$ cat src/rtl/usbh_xfer_sched.sv
// USB host transfer scheduler: arbitrates two channels onto one SIE, retries NAK/errors, tracks data toggles.
// Latency: grant -> sie_start_o one cycle after request; done pulse in the EVAL cycle, IDLE follows.
// Backpressure: sie_start_o and all sie_* fields hold until sie_req_ack_i; losing channel waits for IDLE.
// Ports:
//   clk_i, rst_i                 clock, synchronous active-high reset
//   chN_req/pid/token/in/len     channel N transfer request (held until chN_done_o)
//   chN_toggle_clr_i             force channel N data toggle to DATA0
//   chN_done_o, chN_status_o     completion pulse; status 00 OK, 01 STALL, 10 NAK limit, 11 error
//   sie_*_o                      transfer request to the SIE
//   sie_*_i                      SIE handshake and response status
//   busy_o                       scheduler not idle
module usbh_xfer_sched #(
  parameter int ERR_RETRIES = 3,
  parameter int NAK_RETRIES = 15
) (
  input  logic        clk_i,
  input  logic        rst_i,
  input  logic        ch0_req_i,
  input  logic [7:0]  ch0_pid_i,
  input  logic [10:0] ch0_token_i,
  input  logic        ch0_in_i,
  input  logic [15:0] ch0_len_i,
  input  logic        ch0_toggle_clr_i,
  output logic        ch0_done_o,
  output logic [1:0]  ch0_status_o,
  input  logic        ch1_req_i,
  input  logic [7:0]  ch1_pid_i,
  input  logic [10:0] ch1_token_i,
  input  logic        ch1_in_i,
  input  logic [15:0] ch1_len_i,
  input  logic        ch1_toggle_clr_i,
  output logic        ch1_done_o,
  output logic [1:0]  ch1_status_o,
  output logic        sie_start_o,
  output logic [7:0]  sie_token_pid_o,
  output logic [10:0] sie_token_data_o,
  output logic [15:0] sie_tx_count_o,
  output logic        sie_data_idx_o,
  output logic        sie_in_transfer_o,
  output logic        sie_resp_expected_o,
  input  logic        sie_req_ack_i,
  input  logic        sie_tx_done_i,
  input  logic        sie_rx_done_i,
  input  logic        sie_rx_crc_err_i,
  input  logic        sie_rx_resp_timeout_i,
  input  logic [7:0]  sie_rx_resp_pid_i,
  input  logic        sie_sof_irq_i,
  output logic        busy_o
);

  localparam logic [7:0] PID_ACK   = 8'hD2;
  localparam logic [7:0] PID_NAK   = 8'h5A;
  localparam logic [7:0] PID_STALL = 8'h1E;
  localparam logic [7:0] PID_DATA0 = 8'hC3;
  localparam logic [7:0] PID_DATA1 = 8'h4B;

  typedef enum logic [2:0] {S_IDLE, S_START, S_WAIT, S_EVAL, S_HOLDOFF} state_t;
  typedef enum logic [1:0] {R_OK, R_STALL, R_NAK, R_ERR} rsp_t;

  state_t      state_q, state_d;
  logic        cur_ch_q, last_ch_q;
  logic [1:0]  toggle_q;
  logic [3:0]  nak_cnt_q;
  logic [1:0]  err_cnt_q;
  logic [7:0]  rsp_pid_q;
  logic        rsp_err_q;
  logic        hold_arm_q;
  logic [1:0]  st0_q, st1_q;

  logic        grant, grant_ch, wait_done;
  rsp_t        rsp;
  logic        fin;
  logic [1:0]  fin_status;
  logic [4:0]  nak_next;
  logic [2:0]  err_next;
  logic        toggle_new;
  logic [1:0]  toggle_clr;

  // The SIE's tx-done strobe carries no scheduling information: only the
  // handshake response (or its timeout) ends a transfer.
  logic        unused_tx_done;
  assign unused_tx_done = sie_tx_done_i;

  assign toggle_clr = {ch1_toggle_clr_i, ch0_toggle_clr_i};
  assign wait_done  = sie_rx_done_i | sie_rx_resp_timeout_i;

  // Round-robin: on a tie the channel not served last wins.
  assign grant    = ch0_req_i | ch1_req_i;
  assign grant_ch = (ch0_req_i & ch1_req_i) ? ~last_ch_q : ch1_req_i;

  // Response classification works from values captured at WAIT completion,
  // so EVAL is independent of whatever the SIE drives afterwards.
  always_comb begin
    rsp = R_ERR;
    if (rsp_err_q)                                               rsp = R_ERR;
    else if (rsp_pid_q == PID_STALL)                             rsp = R_STALL;
    else if (rsp_pid_q == PID_NAK)                               rsp = R_NAK;
    else if (!sie_in_transfer_o && rsp_pid_q == PID_ACK)         rsp = R_OK;
    else if (sie_in_transfer_o &&
             (rsp_pid_q == PID_DATA0 || rsp_pid_q == PID_DATA1)) rsp = R_OK;
  end

  // Limits are judged on the incremented count in a wider type so a counter
  // sitting at its saturation value can still trip the limit.
  assign nak_next = {1'b0, nak_cnt_q} + 5'd1;
  assign err_next = {1'b0, err_cnt_q} + 3'd1;

  always_comb begin
    fin        = 1'b0;
    fin_status = 2'b00;
    case (rsp)
      R_OK:    begin fin = 1'b1;                          fin_status = 2'b00; end
      R_STALL: begin fin = 1'b1;                          fin_status = 2'b01; end
      R_NAK:   begin fin = int'(nak_next) > NAK_RETRIES;  fin_status = 2'b10; end
      default: begin fin = int'(err_next) > ERR_RETRIES;  fin_status = 2'b11; end
    endcase
  end

  // IN: next toggle is the opposite of the DATA PID received.
  assign toggle_new = sie_in_transfer_o ? (rsp_pid_q == PID_DATA0) : ~toggle_q[cur_ch_q];

  always_comb begin
    state_d = state_q;
    case (state_q)
      S_IDLE:    if (grant)         state_d = S_START;
      S_START:   if (sie_req_ack_i) state_d = S_WAIT;
      S_WAIT:    if (wait_done)     state_d = S_EVAL;
      S_EVAL: begin
        if (fin)                    state_d = S_IDLE;
        else if (rsp == R_NAK)      state_d = S_HOLDOFF;
        else                        state_d = S_START;
      end
      // An SOF coinciding with the first HOLDOFF cycle is too close to the
      // NAK to be treated as a new frame.
      S_HOLDOFF: if (sie_sof_irq_i && !hold_arm_q) state_d = S_START;
      default:                      state_d = S_IDLE;
    endcase
  end

  assign sie_start_o  = (state_q == S_START);
  assign busy_o       = (state_q != S_IDLE);
  assign ch0_done_o   = (state_q == S_EVAL) && fin && !cur_ch_q;
  assign ch1_done_o   = (state_q == S_EVAL) && fin &&  cur_ch_q;
  assign ch0_status_o = ch0_done_o ? fin_status : st0_q;
  assign ch1_status_o = ch1_done_o ? fin_status : st1_q;

  always_ff @(posedge clk_i) begin
    if (rst_i) begin
      state_q             <= S_IDLE;
      cur_ch_q            <= 1'b0;
      last_ch_q           <= 1'b1;
      toggle_q            <= 2'b00;
      nak_cnt_q           <= 4'd0;
      err_cnt_q           <= 2'd0;
      rsp_pid_q           <= 8'h00;
      rsp_err_q           <= 1'b0;
      hold_arm_q          <= 1'b0;
      st0_q               <= 2'b00;
      st1_q               <= 2'b00;
      sie_token_pid_o     <= 8'h00;
      sie_token_data_o    <= 11'h000;
      sie_tx_count_o      <= 16'h0000;
      sie_data_idx_o      <= 1'b0;
      sie_in_transfer_o   <= 1'b0;
      sie_resp_expected_o <= 1'b0;
    end else begin
      state_q    <= state_d;
      hold_arm_q <= (state_q == S_EVAL) && (state_d == S_HOLDOFF);

      if (state_q == S_IDLE && grant) begin
        cur_ch_q            <= grant_ch;
        last_ch_q           <= grant_ch;
        nak_cnt_q           <= 4'd0;
        err_cnt_q           <= 2'd0;
        sie_token_pid_o     <= grant_ch ? ch1_pid_i   : ch0_pid_i;
        sie_token_data_o    <= grant_ch ? ch1_token_i : ch0_token_i;
        sie_tx_count_o      <= grant_ch ? ch1_len_i   : ch0_len_i;
        sie_in_transfer_o   <= grant_ch ? ch1_in_i    : ch0_in_i;
        sie_data_idx_o      <= toggle_q[grant_ch];
        sie_resp_expected_o <= 1'b1;
      end

      if (state_q == S_WAIT && wait_done) begin
        rsp_pid_q <= sie_rx_resp_pid_i;
        rsp_err_q <= sie_rx_resp_timeout_i | sie_rx_crc_err_i;
      end

      if (state_q == S_EVAL) begin
        if (rsp == R_NAK && nak_cnt_q != 4'hF) nak_cnt_q <= nak_cnt_q + 4'd1;
        if (rsp == R_ERR && err_cnt_q != 2'h3) err_cnt_q <= err_cnt_q + 2'd1;
        if (fin) begin
          if (cur_ch_q) st1_q <= fin_status;
          else          st0_q <= fin_status;
        end
      end

      // The response-driven update beats a software clear for the channel in EVAL.
      for (int n = 0; n < 2; n++) begin
        if (state_q == S_EVAL && int'(cur_ch_q) == n) begin
          if (rsp == R_OK) toggle_q[n] <= toggle_new;
        end else if (toggle_clr[n]) begin
          toggle_q[n] <= 1'b0;
        end
      end
    end
  end

endmodule

$ cat config.mk
export PLATFORM = sky130hd
export DESIGN_NAME = usbh_xfer_sched
export DESIGN_NICKNAME = d
export VERILOG_FILES = /design/src/rtl/usbh_xfer_sched.sv
export SDC_FILE = /design/constraint.sdc
export NUM_CORES = 1
export LEC_CHECK = 0
export ABC_AREA = 0
export CORE_MARGIN = 1
export CORE_UTILIZATION = 38
export DETAILED_ROUTE_END_ITERATION = 8
export HOLD_SLACK_MARGIN = 0.05
export PLACE_DENSITY = 0.79
export REMOVE_ABC_BUFFERS = 1
export SYNTH_ARGS = -nofsm -noshare
export SYNTH_HDL_FRONTEND = slang
export SYNTH_SLANG_ARGS = --single-unit
$ cat constraint.sdc
create_clock -name clk_i -period 2.05 [get_ports clk_i]
set_input_delay 0.3075 -clock clk_i [delete_from_list [all_inputs] [get_ports clk_i]]
set_output_delay 0.3075 -clock clk_i [all_outputs]
set_load 0.05 [all_outputs]
Word level (Yosys, flattened, before mapping)
Index checks and enable logic that the tools add are counted.
Widths: inputs -> output; s select.
{"block": "classes", "add_sub_neg": 4, "mul": 0, "div": 0, "n_lt_le_gt_ge": 4, "n_eq_ne": 17, "shifts": 0, "n_mux": 37, "n_bitwise": 8, "reduce_logical": 27}
{"op": "$mux 2", "count": 10}
{"op": "$mux 3", "count": 6}
{"op": "$eq 8x7->1 const B", "count": 2}
{"op": "$eq 8x8->1 const B", "count": 2}
{"op": "$mux 16", "count": 1}
{"op": "$pmux 3 s5", "count": 1}
{"op": "$logic_and 1x1->1", "count": 13}
{"op": "$mux 1", "count": 12}
{"op": "$mux 4", "count": 3}
{"op": "$mux 11", "count": 1}
{"op": "$eq 8x5->1 const B", "count": 1}
{"op": "$mux 8", "count": 1}
{"op": "$eq 3x2->1 const B", "count": 2}
{"op": "$eq 3x3->1 const B", "count": 2}
{"op": "$pmux 2 s3", "count": 1}
{"op": "$reduce_and 3->1", "count": 2}
{"op": "$add 4x1->5 const B", "count": 1}
{"op": "$gt 5x4->1 const B", "count": 1}
{"op": "$add 4x1->4 const B", "count": 1}
{"op": "$eq 2x2->1 const B", "count": 2}
{"op": "$lt 1x2->1 const B", "count": 2}
{"op": "$ne 2x2->1 const B", "count": 2}
{"op": "$ne 4x4->1 const B", "count": 1}
{"op": "$not 1->1", "count": 4}
{"op": "17 further kinds", "count": 23}
{"block": "word_totals", "register_bits": 65, "latchBits": 0, "ram_bits": 0, "romBits": 0, "in_bits": 92, "out_inout_bits": 46, "n_memories": 0}

Logic depth before layout (Yosys ltp)
Gate-level depths: netlist of the first run.
{"block": "logic_depth", "depth_word": 15, "depth_mapped": 8, "ltp_nobuf": 7}

Worst setup path after synthesis of the first run
Ideal clock, no wire load.
{"block": "synth_timing", "path_kind": "register to output", "startpoint": "register sie_in_transfer_o", "endpoint": "output ch0_status_o[0]", "arrival_ns": 2.113, "t_required_ns": 1.742, "setup_slack_ns": -0.370, "path_stages_with_launch": 7, "cell_sequence": "dfxtp_1 > inv_1 > o21ai_1 > a41oi_1 > or3_1 > buf_6 > mux2_4"}
{"block": "synth_between", "elab_chain_cells": 12, "word_cells_on_any_way": 17}
{"item": "start: declaration", "line": "39", "source": "output logic sie_in_transfer_o,"}
{"item": "start signal: assignment", "line": "178", "source": "sie_in_transfer_o <= grant_ch ? ch1_in_i : ch0_in_i;"}
{"item": "$logic_and 1x1->1 or $logic_not 1->1 (tied branches)", "line": "99, 98"}
{"item": "$mux 2 or $logic_and 1x1->1 (tied branches)", "line": "99, 98"}
{"item": "$mux 2 *", "line": "98", "source": "else if (!sie_in_transfer_o && rsp_pid_q == PID_ACK) rsp = R_OK;"}
{"item": "$mux 2 *", "line": "97", "source": "else if (rsp_pid_q == PID_NAK) rsp = R_NAK;"}
{"item": "$mux 2 *", "line": "96", "source": "else if (rsp_pid_q == PID_STALL) rsp = R_STALL;"}
{"item": "$mux 2 *", "line": "95", "source": "if (rsp_err_q) rsp = R_ERR;"}
{"item": "$eq 2x1->1 or $logic_not 2->1 (tied branches)", "line": "111", "source": "case (rsp)"}
{"item": "$reduce_or 2->1 (no source line)"}
{"item": "$pmux 1 s2", "line": "111"}
{"item": "$logic_and 1x1->1 (2 in series)", "line": "142", "source": "assign ch0_done_o = (state_q == S_EVAL) && fin && !cur_ch_q;"}
{"item": "$mux 2 *", "line": "144", "source": "assign ch0_status_o = ch0_done_o ? fin_status : st0_q;"}
{"item": "end: declaration", "line": "25", "source": "output logic [1:0] ch0_status_o,"}
Mark *: on every way between the ends. The rest lies on a longest branch, timed or not.

Final worst setup path of the first run
{"block": "layout_timing", "startpoint": "register rsp_pid_q[3]", "endpoint": "output ch0_status_o[1]"}
{"block": "layout_between", "elab_chain_cells": 14, "word_cells_on_any_way": 22}
{"item": "start: declaration", "line": "65", "source": "logic [7:0] rsp_pid_q;"}
{"item": "start signal: assignment", "line": "184", "source": "rsp_pid_q <= sie_rx_resp_pid_i;"}
{"item": "$eq 8x8->1 or $eq 8x7->1 (tied branches)", "line": "100", "source": "(rsp_pid_q == PID_DATA0 || rsp_pid_q == PID_DATA1)) rsp = R_OK;"}
{"item": "$logic_or 1x1->1", "line": "100"}
{"item": "$logic_and 1x1->1", "line": "99", "source": "else if (sie_in_transfer_o &&"}
{"item": "$mux 2", "line": "99"}
{"item": "$mux 2", "line": "98"}
{"item": "$mux 2", "line": "97"}
{"item": "$mux 2 *", "line": "96"}
{"item": "$mux 2 *", "line": "95"}
{"item": "$eq 2x1->1 or $logic_not 2->1 (tied branches)", "line": "111"}
{"item": "$reduce_or 2->1 (no source line)"}
{"item": "$pmux 1 s2", "line": "111"}
{"item": "$logic_and 1x1->1 (2 in series)", "line": "142"}
{"item": "$mux 2 *", "line": "144"}
Marked as above.

==> metrics.cfg, run 1 <==
[place]
hpwl_um=6570
place_congestion=0.903
dpl.cell_count=594
postPlaceCellArea_sq_um=4920
place_worst_setup_slack_ps=-373
numPortBuffers=136

[sta]
slew_violations=0
worst_slack_ps=-574
relSlewSlack_pct=49.9
finClkSkew_ps=5.12
setup_violations=8
finalHoldViolations=0
fin_crit_sh_pct=128
rsz0062_at_grt=yes
whs_ps=485
totalNegativeSetupSlack_ps=-3250
period_needed_ps=2620
max_freq_mhz=381
worst_pin_slew_ps=751

[routing]
drc=0
dr.pass1.iters=4
wl_per_cell_um=14.6
dr_total_vias=3150
vias_per_cell=5.10
totalWireLength_um=9050
final_antenna_net_count=0
drt-initial-drc-count=63

[floorplanning]
die_h_um=93.5
coreArea_sq_um=7930
io_pins=138
fp.dieW_um=93.5
rows=32
start_util_pct=40.1
die_area_sq_um=8740

[clocking]
cts-hold-fix-buffers=0
clk_latency_ps=340
clock-sinks=65
clock-root-buffer=clkbuf_8
cts.path.max_buffers=2
numCtsBuffers=9
cts-htree-levels=3
cts.clk_slew.worst_paths_ps=70
cts_tree=done

[pwr]
p_total_mw=3.87
ir_drop_v=0.000425
p_leak_nw=2.08
p_per_area_nw_per_um2=722

[logic_synthesis]
synth_area_per_cell_sq_um=9.32
synthesis.area_sq_um=3180
synth_cell_type_count=51
seq_area_frac_synth_pct=40.9
ys_ff_latch=65
synth_top_area_cell=dfxtp_1
yosys-top-cells-area=dfxtp_1, mux2i_1, a211oi_1
async_reset_ff_share_pct=0
syn_inst=341
synth_top_area_share_pct=40.9
ys.warnings.count=0
synth-edff-count=0
synth_flop_cell=dfxtp_1

[worst_setup_path]
cp_data_arrival_time_ps=2320
worstSetupPathType=reg -> out
worstPathMaxFanout=3
required_ps=1740
cp-start-kind=flip-flop
critPathCaptureType=primary output

[grt]
grt_usage_pct=21.6
grt_max_degree=40
grt_pass1_vias=3229
grt_pass1_wl_um=14900
antenna_found_initial=0
grt_overflow=0

[cells_and_area]
fin_cells=618
fin_nets=606
final-seq-area_sq_um=1310
multi_input_area_sq_um=1880
layout-area-overhead-vs-synth_pct=68.6
layout-drive-gt1-share_pct=21.3
num_antenna_cells=0
final_cell_area_sq_um=5360
fillCellCount=635
finish.utilization_pct=67.6

[outcome]
violations=negative setup slack
status=complete, but fails checks

[hold_path]
hold_class=reg -> reg

[flow_run]
maxCapViolCount=0

cell usage after synthesis, types with 2 or more instances:
cell type,n
nor4_1,2
a21oi_1,7
buf_1,2
o32ai_1,2
dfxtp_1,65
nand3_1,2
o21ai_0,8
a211oi_1,39
mux2_4,4
nand3b_1,4
or3_1,5
nand2_1,8
ha_1,3
mux2i_1,50
mux2_2,2
nor2_1,56
nor3b_1,3
a41oi_1,2
nor3_1,5
nor2b_1,3
buf_2,8
inv_1,8
a31oi_1,3
nand2b_1,12
clkbuf_1,12
path summary, 6_finish.rpt:
kind	from	end	slack (ps)	cells past startpoint
worst min register to register	sie_resp_expected_o	sie_resp_expected_o	490	2
worst min-delay path	sie_resp_expected_o	sie_resp_expected_o	490	2
worst max register to register	rsp_pid_q[6]	nak_cnt_q[0]	-30	6
worst max-delay path	rsp_pid_q[3]	ch0_status_o[1]	-570	7
sequential cells by signal, indices dropped and copies added, names as in the netlist, 2 cells and up:
| signal | flops |
|---|---|
| sie_token_data_o | 11 |
| toggle_q | 2 |
| state_q | 3 |
| sie_token_pid_o | 8 |
| nak_cnt_q | 4 |
| sie_tx_count_o | 16 |
| err_cnt_q | 2 |
| st1_q | 2 |
| rsp_pid_q | 8 |
| st0_q | 2 |
metal layers:
metal  track usage (%)  wire (um)  up-vias
li1                  -          -     1590
met1              23.7       3700     1425
met2              40.1       4590      114
met3              6.18        604       21
met4              6.15        160        0
met5                 0          0        -
critical path: stages (launching register included):
cell and delay (ps):
dfxtp_1 350, buf_4 160, xnor2_1 140, a31oi_2 230
a41oi_2 180, or3_4 450, mux2_4 320, buf_6 150
where the power goes:
| part | total (mW) | switching, mW | internal [mW] |
|---|---|---|---|
| sequential | 1.46 | 0.0728 | 1.38 |
| clock | 1.11 | 0.510 | 0.596 |
| combinational | 1.31 | 0.747 | 0.559 |
| total | 3.87 | 1.33 | 2.54 |
cell families after synthesis:
group                    after synthesis  share of synthesized area (%)
multiplexers                          56                           18.3
buffers and inverters                 32                           4.45
adder cells (fa/ha/maj)                4                           1.50
flip-flops                            65                           40.9
AND/OR/NAND/NOR                      108                           17.5
AO/OA/AOI/OAI                         74                           16.8
XOR/XNOR                               2                          0.551
area by class of cell:
cell class	instances	area share [%]
Clock buffer	10	2.57
Clock inverter	6	1.26
Inverter	8	0.653
Multi-Input combinational cell	244	35.1
Sequential cell	65	24.4
Tap cell	102	2.38
Timing Repair Buffer	183	33.6
timing repair:
action | 4_1_cts | 5_1_grt
setup buffers | 8 | 1
pin swaps | 8 | 1
endpoints found under the setup margin | 9 | 10
resized for setup | 33 | 10
cell usage in the layout (no fill, tap or decap), types with 3 or more instances in the layout:
cell type / netlist / layout
inv_1: 8 / 6
nor2b_1: 3 / 3
mux2_4: 4 / 6
or3_4: 0 / 3
buf_6: 1 / 8
nand3b_1: 4 / 4
mux2i_1: 50 / 50
nand2b_1: 12 / 10
o21ai_0: 8 / 8
nor2_1: 56 / 54
dfxtp_2: 0 / 4
dfxtp_1: 65 / 60
buf_12: 0 / 6
nor3b_1: 3 / 3
buf_4: 1 / 40
clkdlybuf4s50_1: 0 / 127
a21oi_1: 7 / 6
clkbuf_8: 0 / 10
a211oi_1: 39 / 39
nand2_1: 8 / 8
nor3_1: 5 / 4
Power figures use the tool's default switching activity.
==> run 2: changes to the inputs <==
- PLACE_DENSITY: 0.79 -> 0.8
==> run 2 against run 1 <==
The flow still finishes with violations (negative setup slack); clock skew about the same; die area unchanged; power is 1.3% higher; critical path type unchanged.
==> metrics.cfg, run 2 (synthesis results as in run 1) <==
[clocking]
numCtsBuffers=9  ; unchanged
cts-hold-fix-buffers=0  ; unchanged
cts_tree=done  ; unchanged
cts.path.max_buffers=2  ; unchanged
clock-root-buffer=clkbuf_8  ; unchanged
cts.clk_slew.worst_paths_ps=70  ; about the same
cts-htree-levels=3  ; unchanged
clock-sinks=65  ; unchanged
clk_latency_ps=340  ; about the same

[sta]
worst_slack_ps=-528  ; was -574 ps
fin_crit_sh_pct=126  ; was 128%
finClkSkew_ps=4.97  ; was 5.12 ps
period_needed_ps=2580  ; was 2620 ps
max_freq_mhz=388  ; was 381 MHz
totalNegativeSetupSlack_ps=-3050  ; was -3250 ps
rsz0062_at_grt=yes  ; unchanged
slew_violations=0  ; unchanged
setup_violations=8  ; unchanged
finalHoldViolations=0  ; unchanged
whs_ps=425  ; was 485 ps
worst_pin_slew_ps=531  ; was 751 ps
relSlewSlack_pct=64.5  ; was 49.9%

[cells_and_area]
num_antenna_cells=0  ; unchanged
largest_register_ffs=16  ; unchanged
layout-drive-gt1-share_pct=21.8  ; was 21.3%
layout-area-overhead-vs-synth_pct=69.3  ; was 68.6%
top_register=sie_tx_count_o  ; unchanged
reg.largest.list=sie_tx_count_o: 16 flops, sie_token_data_o: 11 flops  ; unchanged
fin_nets=609  ; was 606
final_cell_mix=clkdlybuf4s50_1, dfxtp_1, nor2_1  ; unchanged
final_common_cell=clkdlybuf4s50_1  ; unchanged

[floorplanning]
start_util_pct=40.1  ; unchanged
io_pins=138  ; unchanged
rows=32  ; unchanged
die_area_sq_um=8740  ; unchanged
die_h_um=93.5  ; unchanged
fp.dieW_um=93.5  ; unchanged
coreArea_sq_um=7930  ; unchanged

[grt]
grt_overflow=0  ; unchanged
grt_max_degree=50  ; was 40
grt_pass1_vias=3209  ; was 3229
grt_usage_pct=21.6  ; about the same
grt_pass1_wl_um=14800  ; was 14900 um
antenna_found_initial=0  ; unchanged

[worst_setup_path]
crit-reg2reg-launch=rsp_pid_q[0]  ; was rsp_pid_q[6]
critPathLaunch=rsp_pid_q[6]  ; was rsp_pid_q[3]
crit_end=ch1_status_o[1]  ; was ch0_status_o[1]
cp_data_arrival_time_ps=2270  ; was 2320 ps
cp-start-kind=flip-flop  ; unchanged
worstPathMaxFanout=4  ; was 3
critPathCaptureType=primary output  ; unchanged
regToRegSetupSlack_ps=-70  ; was -30 ps
worstSetupPathType=reg -> out  ; unchanged
required_ps=1740  ; about the same
worstReg2RegEnd=nak_cnt_q[0]  ; unchanged
reg2regPathDepth=7  ; was 6

[pwr]
p_total_mw=3.92  ; was 3.87 mW
ir_drop_v=0.000419  ; was 0.000425 V
p_leak_nw=2.10  ; was 2.08 nW
p_per_area_nw_per_um2=728  ; was 722 nW/um^2

[flow_run]
maxCapViolCount=0  ; unchanged

[hold_path]
hold_class=in -> reg  ; was reg -> reg

[routing]
drt-initial-drc-count=88  ; was 63
dr_wl_met3_um=586  ; was 604 um
totalWireLength_um=9130  ; was 9050 um
vias_per_cell=5.12  ; was 5.10
dr_wl_met2_um=4570  ; was 4590 um
wl_met1_um=3730  ; was 3700 um
dr_total_vias=3178  ; was 3150
drc=0  ; unchanged
dr.pass1.iters=4  ; unchanged
final_antenna_net_count=0  ; unchanged
wl_per_cell_um=14.7  ; was 14.6 um
highest_layer=met4  ; unchanged

[outcome]
violations=negative setup slack  ; unchanged
status=complete, but fails checks  ; unchanged

[place]
numPortBuffers=136  ; unchanged
place_congestion=0.820  ; was 0.903
hpwl_um=6760  ; was 6570 um

-- run 2: changes by cell type in the layout (fill, tap and decap cells not counted), sizes merged --
cell,before,now
buf,56,59
clkbuf,10,11
clkdlybuf4s50,127,126
inv,8,9
clkinv,3,1
dlymetal6s2s,0,1
-- run 2: worst min path at each step --
stage | start | cells after the start | end | slack, ps
floorplan | rst_i | 1 | nak_cnt_q[2] | 380
global placement | sie_resp_expected_o | 2 | sie_resp_expected_o | 450
detailed placement | sie_resp_expected_o | 2 | sie_resp_expected_o | 460
CTS | rst_i | 2 | rsp_pid_q[0] | 410
global route | rst_i | 2 | rsp_pid_q[2] | 440
finish | rst_i | 2 | rsp_pid_q[7] | 420
-- run 2: where the power goes --
part	leakage (nW)	total [mW]	internal, mW	switching, mW
registers	0.537	1.46	1.39	0.0720
logic	1.46	1.32	0.563	0.753
clock network	0.102	1.15	0.634	0.513
-- run 2: area by class of cell --
type / count / area [sq um]
tap: 102 / 128
clock buffer: 11 / 151
multi-input combinational: 244 / 1870
inverter: 8 / 32.5
sequential: 65 / 1310
fill: 612 / 2550
timing repair buffer: 186 / 1830
clock inverter: 5 / 62.6
-- run 2: what timing repair did --
action	4_1_cts	5_1_grt
pin swaps	8	4
gates cloned	0	0
buffers inserted	6	5
gates resized for setup	26	11
setup endpoints to repair	8	10
-- run 2: critical path: stages, from the launching register on --
cell and delay (ps):
dfxtp_1 360, or3b_4 410, or3_1 350, a21oi_2 170, or3_4 190, mux2_4 310, buf_8 150
-- run 2: per-layer routing --
metal / up-vias / GRT usage (%)
li1: 1593 / -
met1: 1445 / 24.8
met2: 116 / 38.1
met3: 24 / 5.28
met4: 0 / 9.23
met5: - / 0
-- run 2: metrics by stage --
| stage | setup slack [ps] | cells | utilization, % | cell area (sq um) |
|---|---|---|---|---|
| floorplan | -2890 | 317 | - | 3070 |
| global placement | -321 | 595 | 62.1 | 4930 |
| detailed placement | -344 | 595 | 62.1 | 4930 |
| CTS | -529 | 617 | 67.0 | 5310 |
| global route | -589 | 621 | 67.9 | 5380 |
| finish | -528 | 621 | 67.9 | 5380 |
